<file path="config.mk">
export PLATFORM = sky130hd
export DESIGN_NAME = mdu_hilo
export DESIGN_NICKNAME = d
export VERILOG_FILES = /design/src/rtl/mdu_hilo.sv
export SDC_FILE = /design/constraint.sdc
export NUM_CORES = 1
export LEC_CHECK = 0
export BUFFER_PORTS_ARGS = -buffer_cell sky130_fd_sc_hd__buf_4
export CORE_MARGIN = 1
export CORE_UTILIZATION = 58
export CTS_BUF_LIST = sky130_fd_sc_hd__clkbuf_8
export CTS_CLUSTER_SIZE = 28
export DETAILED_ROUTE_END_ITERATION = 10
export PLACE_DENSITY = 0.78
export REMOVE_ABC_BUFFERS = 1
export SLEW_MARGIN = 20
export SYNTH_ARGS = -nofsm -noshare
export SYNTH_HDL_FRONTEND = slang
export SYNTH_SLANG_ARGS = --single-unit
</file>
<file path="constraint.sdc">
create_clock -name clk -period 3.9 [get_ports clk]
set_clock_uncertainty 0.1 [all_clocks]
set_input_delay 0.78 -clock clk [delete_from_list [all_inputs] [get_ports clk]]
set_output_delay 0.78 -clock clk [all_outputs]
set_load 0.05 [all_outputs]
</file>
<file path="src/rtl/mdu_hilo.sv">
// Multi-cycle multiply/divide unit with architectural HI/LO registers.
// Shift-add multiply and restoring divide, one bit per cycle, sign fix-up in a final cycle.
//
// state  | meaning
// S_IDLE | waiting for start; mthi/mtlo writes accepted
// S_MUL  | shift-add multiply, one multiplier bit per cycle
// S_DIV  | restoring divide, one quotient bit per cycle
// S_FIX  | apply result signs, commit hi/lo, pulse done
module mdu_hilo #(
  parameter int WIDTH = 32
) (
  input  logic             clk,
  input  logic             rst,
  input  logic             start,
  input  logic [1:0]       op,
  input  logic [WIDTH-1:0] src_a,
  input  logic [WIDTH-1:0] src_b,
  input  logic             mthi,
  input  logic             mtlo,
  output logic [WIDTH-1:0] hi,
  output logic [WIDTH-1:0] lo,
  output logic             busy,
  output logic             done
);

  localparam int CW = $clog2(WIDTH);

  typedef enum logic [1:0] {S_IDLE, S_MUL, S_DIV, S_FIX} state_t;

  state_t             state;
  logic [CW-1:0]      cnt;
  logic               is_div;
  logic               neg_res;
  logic               neg_rem;
  logic               div_zero;
  logic [WIDTH-1:0]   opnd;
  logic [WIDTH-1:0]   acc_hi;
  logic [WIDTH-1:0]   acc_lo;

  logic [WIDTH-1:0]   abs_a;
  logic [WIDTH-1:0]   abs_b;
  logic [WIDTH:0]     mul_sum;
  logic [WIDTH:0]     div_shift;
  logic [WIDTH-1:0]   div_diff;
  logic               div_ge;
  logic [2*WIDTH-1:0] prod_fix;
  logic [WIDTH-1:0]   quo_fix;
  logic [WIDTH-1:0]   rem_fix;

  // Signed ops work on magnitudes; the most negative value maps to itself as an unsigned magnitude.
  always_comb begin
    abs_a = (op[0] && src_a[WIDTH-1]) ? -src_a : src_a;
    abs_b = (op[0] && src_b[WIDTH-1]) ? -src_b : src_b;
  end

  // acc_hi/acc_lo hold partial product + multiplier, or remainder + dividend/quotient.
  always_comb begin
    mul_sum   = {1'b0, acc_hi} + (acc_lo[0] ? {1'b0, opnd} : '0);
    div_shift = {acc_hi, acc_lo[WIDTH-1]};
    div_ge    = (div_shift >= {1'b0, opnd});
    div_diff  = div_shift[WIDTH-1:0] - opnd;
    prod_fix  = neg_res ? -{acc_hi, acc_lo} : {acc_hi, acc_lo};
    quo_fix   = neg_res ? -acc_lo : acc_lo;
    rem_fix   = neg_rem ? -acc_hi : acc_hi;
  end

  always_ff @(posedge clk) begin
    if (rst) begin
      state    <= S_IDLE;
      cnt      <= '0;
      is_div   <= 1'b0;
      neg_res  <= 1'b0;
      neg_rem  <= 1'b0;
      div_zero <= 1'b0;
      opnd     <= '0;
      acc_hi   <= '0;
      acc_lo   <= '0;
      hi       <= '0;
      lo       <= '0;
      busy     <= 1'b0;
      done     <= 1'b0;
    end else begin
      done <= 1'b0;
      case (state)
        S_IDLE: begin
          if (start) begin
            is_div   <= op[1];
            neg_res  <= op[0] & (src_a[WIDTH-1] ^ src_b[WIDTH-1]);
            neg_rem  <= op[0] & src_a[WIDTH-1];
            div_zero <= (src_b == '0);
            acc_hi   <= '0;
            acc_lo   <= op[1] ? abs_a : abs_b;
            opnd     <= op[1] ? abs_b : abs_a;
            cnt      <= CW'(WIDTH - 1);
            busy     <= 1'b1;
            state    <= op[1] ? S_DIV : S_MUL;
          end else begin
            if (mthi) hi <= src_a;
            if (mtlo) lo <= src_a;
          end
        end
        S_MUL: begin
          {acc_hi, acc_lo} <= {mul_sum, acc_lo[WIDTH-1:1]};
          if (cnt == '0) state <= S_FIX;
          else           cnt   <= cnt - 1'b1;
        end
        S_DIV: begin
          acc_hi <= div_ge ? div_diff : div_shift[WIDTH-1:0];
          acc_lo <= {acc_lo[WIDTH-2:0], div_ge};
          if (cnt == '0) state <= S_FIX;
          else           cnt   <= cnt - 1'b1;
        end
        S_FIX: begin
          // Divide by zero leaves the remainder equal to the dividend; only the quotient is forced.
          if (is_div) begin
            lo <= div_zero ? '1 : quo_fix;
            hi <= rem_fix;
          end else begin
            {hi, lo} <= prod_fix;
          end
          busy  <= 1'b0;
          done  <= 1'b1;
          state <= S_IDLE;
        end
        default: state <= S_IDLE;
      endcase
    end
  end

endmodule

</file>
# --- Yosys cells after proc, flatten, opt, wreduce, memory -nomap -nowiden ---
# Index checks and enable logic that the tools add are counted.
word_totals:
  reg_bits: 173
  in_bits: 71
  output_inout_bits: 66
  elab_cells: 82
op_classes:
  addsub: 8
  order_cmp: 1
  eq_ne: 9
  n_mux: 32
  bitwise_logic: 3
  n_reduce_logical: 16
op_table:
  columns: ["op", "n"]
  rows:
  - ["32-bit two-way mux", 17]
  - ["32-bit case mux with 3 select lines", 2]
  - ["32-bit negation", 4]
  - ["32-bit case mux with 2 select lines", 2]
  - ["64-bit two-way mux", 1]
  - ["64-bit negation", 1]
  - ["32-bit by 32-bit adder with 33-bit output", 1]
  - ["33-bit by 32-bit >= comparator with 1-bit output", 1]
  - ["32-bit zero test", 1]
  - ["32-bit subtractor", 1]
  - ["5-bit two-way mux", 2]
  - ["2-bit inequality test, second input constant", 5]
  - ["5-bit case mux with 2 select lines", 1]
  - ["3-bit AND reduction", 3]
  - ["2-bit AND reduction", 4]
  - ["2-bit two-way mux", 3]
  - ["2-bit case mux with 3 select lines", 1]
  - ["5-bit zero test", 1]
  - ["5-bit by 1-bit subtractor with 5-bit output, second input constant", 1]
  - ["2-bit equality test, second input constant", 2]
  - ["2-bit nonzero test", 2]
  - ["3-bit nonzero test", 1]
  - ["1-bit bitwise AND", 2]
  - ["2-bit by 1-bit equality test with 1-bit output, second input constant", 1]
  - ["7 further kinds", 9]

# --- Longest topological paths before layout ---
logic_depth:
  depth_word: 5
  mapped_depth: 14
  ltp_nobuf: 13

# --- Least setup slack after synthesis ---
# No wires, ideal clock.
synth_path:
  path_type: "flip-flop to flip-flop"
  start: "register acc_lo[0]"
  end: "register acc_hi[13]"
  setup_time_ns: 0.131
  t_arrival_ns: 3.049
  required_ns: 3.669
  path_slack_ns: 0.620
  stages_incl_launch_ff: 15
  path_buffers: 2
  period_less_slack_ns: 3.280
  path_cell_list: "dfxtp_1 -> clkbuf_1 -> inv_1 -> clkbuf_1 -> nor2_1 -> ha_1 -> and3_1 -> a211oi_1 -> nand4_1 -> a31o_2 -> a2111oi_0 -> nor3_1 -> xor2_1 -> a222oi_1 -> nor3_1"
synth_between:
  elab_chain_cells: 3
synth_lines:
  columns: ["element", "line", "text"]
  rows:
  - ["start: declaration", "38", "logic [WIDTH-1:0] acc_lo;"]
  - ["start signal: assignment", "92", "acc_lo <= op[1] ? abs_a : abs_b;"]
  - ["start signal: assignment", "103", "{acc_hi, acc_lo} <= {mul_sum, acc_lo[WIDTH-1:1]};"]
  - ["start signal: assignment", "109", "acc_lo <= {acc_lo[WIDTH-2:0], div_ge};"]
  - ["32-bit two-way mux", "58", "mul_sum = {1'b0, acc_hi} + (acc_lo[0] ? {1'b0, opnd} : '0);"]
  - ["32-bit by 32-bit adder with 33-bit output", "58", null]
  - ["32-bit case mux with 3 select lines", "84", "case (state)"]
  - ["end signal: assignment", "103", null]
  - ["end signal: assignment", "108", "acc_hi <= div_ge ? div_diff : div_shift[WIDTH-1:0];"]
  - ["end: declaration", "37", "logic [WIDTH-1:0] acc_hi;"]
# No other way between the ends.
# A chain may end at the register's enable or synchronous reset.

# --- Worst setup path after layout ---
layout_path:
  start: "register opnd[3]"
  end: "register acc_hi[13]"
layout_between:
  elab_chain_cells: 3
  elab_cells_between_ends: 6
  cone_classes: "add/sub (2); order compare (1); mux (3)"
layout_lines:
  columns: ["element", "line", "text"]
  rows:
  - ["start: declaration", "36", "logic [WIDTH-1:0] opnd;"]
  - ["start signal: assignment", "93", "opnd <= op[1] ? abs_b : abs_a;"]
  - ["32-bit subtractor (tied with other cells)", "61", "div_diff = div_shift[WIDTH-1:0] - opnd;"]
  - ["32-bit two-way mux or 32-bit by 32-bit adder with 33-bit output (tied branches)", "108, 58", null]
  - ["32-bit case mux with 3 select lines *", "84", null]
# Every way passes the cells marked *; elsewhere a longest branch is shown, timed or not.

==> metrics.txt <==
final period utilization=0.9511; die width=160.4 µm; status=finished clean; worst reg2reg path depth=10; area grow syn2layout=13.30%; leakage=6.676 nW; core area=24460 µm²; reg-to-reg slack, setup=190 ps; Peak VDD IR=0.7585 mV; Synth async-reset ratio=0; antenna violations before repair=0; Buffers & Inverters on Critical Path=1; top_reg_cell synth=dfxtp_1; Hold EP=lo[3]; commonest non-fill, non-tap cell in the layout=nor2_1; max-cap violations=0; first-pass GRT wire length=83440 µm; Die Area=25720 µm²; Worst setup EP type=flop; CP max stage cell=a2111oi_1; clk_lat worst skew=490 ps; worst-path maximum fanout=14; Layout fillers=2134; final hold slack=359.0 ps; Buffers on Ports=136; Crit path required time=4150 ps; Pins Over Slew Limit=0; sequential-to-total area share from yosys stat=0.2381; CTS Buf Count=17; Hold Crit Class=flop to flop; DRC viols=0; WL final=53740 µm; Top Family by Delay on Critical Path=compound AO/OA/AOI/OAI gates; placed cell areas=16100 µm²; Die H=160.4 µm; CP startpoint=opnd[3]; CTS tree=done; Worst setup SP type=flop; GPL Wtd Cong=0.9805; io pins=137; DRT iter0 DRCs=2187; Worst Tran Pin Value=1199 ps; vias per std cell=6.666; nets=2262; Post-CTS Setup Repair Bufs=0; Inserted Diodes=0; mapped cell area=14550 µm²; CP cell instances=inv_1 -> ha_1 -> a2111oi_1 -> a211oi_1 -> o2111ai_1 -> a211oi_2 -> or2_2 -> mux2_2 -> a222oi_1 -> nor3_1; share of layout cells above drive strength 1=0.1391; clock root cell=clkbuf_8; Rows=57; Cell variety after synth=81; Rel. slew slack=0.1976; crit path kind=flop to flop; CTS max path bufs=2; vias in the first global route=15180; Mean Syn Cell Area=7.216 µm²; final instance area=16480 µm²; routed len/inst=21.92 µm; number of synthesized flops with an enable pin=0; yosys warns=0; Sink Count=173; FMAX=269.6 MHz; Hold Path Depth=2; CP arrival=3950 ps; Final ANT Viol Nets=0; # setup viols final=0; Final Hold Fails=0; Initial Utilization=0.5946; gr usage total=0.4113; Pwr Density=526.6 nW/µm²; most frequent cells in the layout=nor2_1, a21oi_1, buf_4; Final HPWL DP=40570 µm; DR vias=16350; H-tree Lvls=4; Worst-path clk slew=120 ps; Hold Crit Start=lo[3]; FF+latch count, synth=173; Worst R2R Start=opnd[3]; min Tclk post-route=3709 ps; Worst path max stage delay=590 ps; final core occ=0.6737; largest net degree at the start of global routing=59; reg2reg end=acc_hi[13]; cell count after synthesis=2016; grt ovf=0; drt first pass iters=8; unrepaired setup endpoints after global routing=no
==> power by group <==
part | internal [mW] | switching, mW
clock network | 0.535 | 0.769
logic | 1.58 | 3.33
registers | 2.10 | 0.364
total | 4.22 | 4.46
==> synthesized netlist by cell type, types with 18 or more instances <==
cell      count  area (µm²)
a211oi_1     77       578.1
a31oi_1      20       125.1
xnor2_1     105       919.6
inv_1        73       274.0
mux2i_1      24       240.2
nand3_1      34       170.2
a21oi_1     233        1166
nand2_1     177       664.4
a21o_1       25       187.7
xor2_1       63       551.8
o21ai_0     120       600.6
dfxtp_1     173        3463
nor3_1       37       185.2
a22oi_1      34       255.2
o221ai_1     19       166.4
nor2_1      260       975.9
ha_1         74       925.9
nand4_1      18       112.6
o211ai_1     37       277.8
o31ai_1      28       210.2
clkbuf_1    114       427.9
==> sequential cells by signal, indices dropped and copies added (netlist names) <==
register  cells
neg_res       1
busy          1
div_zero      1
acc_lo       32
hi           32
done          1
neg_rem       1
is_div        1
acc_hi       32
lo           32
state         2
opnd         32
cnt           5
==> tightest hold or removal path, stage by stage (launching register included) <==
cell and delay, ps:
dfxtp_1 320, nand2_1 50, a21oi_1 50
==> through the flow <==
step	setup slack, ps	setup TNS [ps]	total power [mW]	cells
2_1_floorplan	-142.3	-1502	5.440	1873
3_3_place_gp	291.1	0	7.139	2420
3_5_place_dp	248.1	0	7.195	2420
4_1_cts	304.5	0	8.490	2452
5_1_grt	8.783	0	9.071	2452
6_report	190.9	0	8.678	2452
==> how the worst max path moves through the flow <==
| stage | to | slack [ps] | cells past startpoint |
|---|---|---|---|
| after detailed placement | opnd[21] | 250 | 11 |
| after CTS | acc_hi[13] | 300 | 10 |
| after floorplan | acc_hi[26] | -140 | 5 |
| after global routing | acc_hi[16] | 9 | 12 |
| after global placement | opnd[21] | 290 | 11 |
| final | acc_hi[13] | 190 | 10 |
==> cells by family (layout without fill, tap and decap cells) <==
logic type	Yosys count	in the layout	share of synthesized area
AOI/OAI and AO/OA	707	707	0.3153
DFF	173	173	0.2381
adders and majority gates	76	76	0.06640
and+or+nand+nor	645	645	0.2012
buffers and inverters	218	330	0.05746
xor gates and xnor gates	168	168	0.1012
muxes	29	29	0.02039
==> what timing repair did <==
item / in CTS / in global routing
hold buffers: 0 / 0
setup endpoints to repair: 0 / 1
gates resized for setup: 0 / 0
==> layout make-up <==
cell class,count,area (µm²),area share
Multi-Input combinational cell,1625,10270,0.6234
Timing Repair Buffer,223,1674,0.1016
Clock inverter,14,133.9,0.008123
Sequential cell,173,3463,0.2101
Tap cell,324,405.4,0.02460
Inverter,75,281.5,0.01708
Clock buffer,18,247.7,0.01503
==> routing by layer <==
layer	up-vias	GRT usage	share of wire
met1	7552	0.5363	0.40
met5	-	0	0
met3	205	0.06947	0.11
met4	0	0.2433	0.058
li1	7523	-	-
met2	1065	0.6387	0.44
No activity file was read; power rests on OpenSTA's default activity.
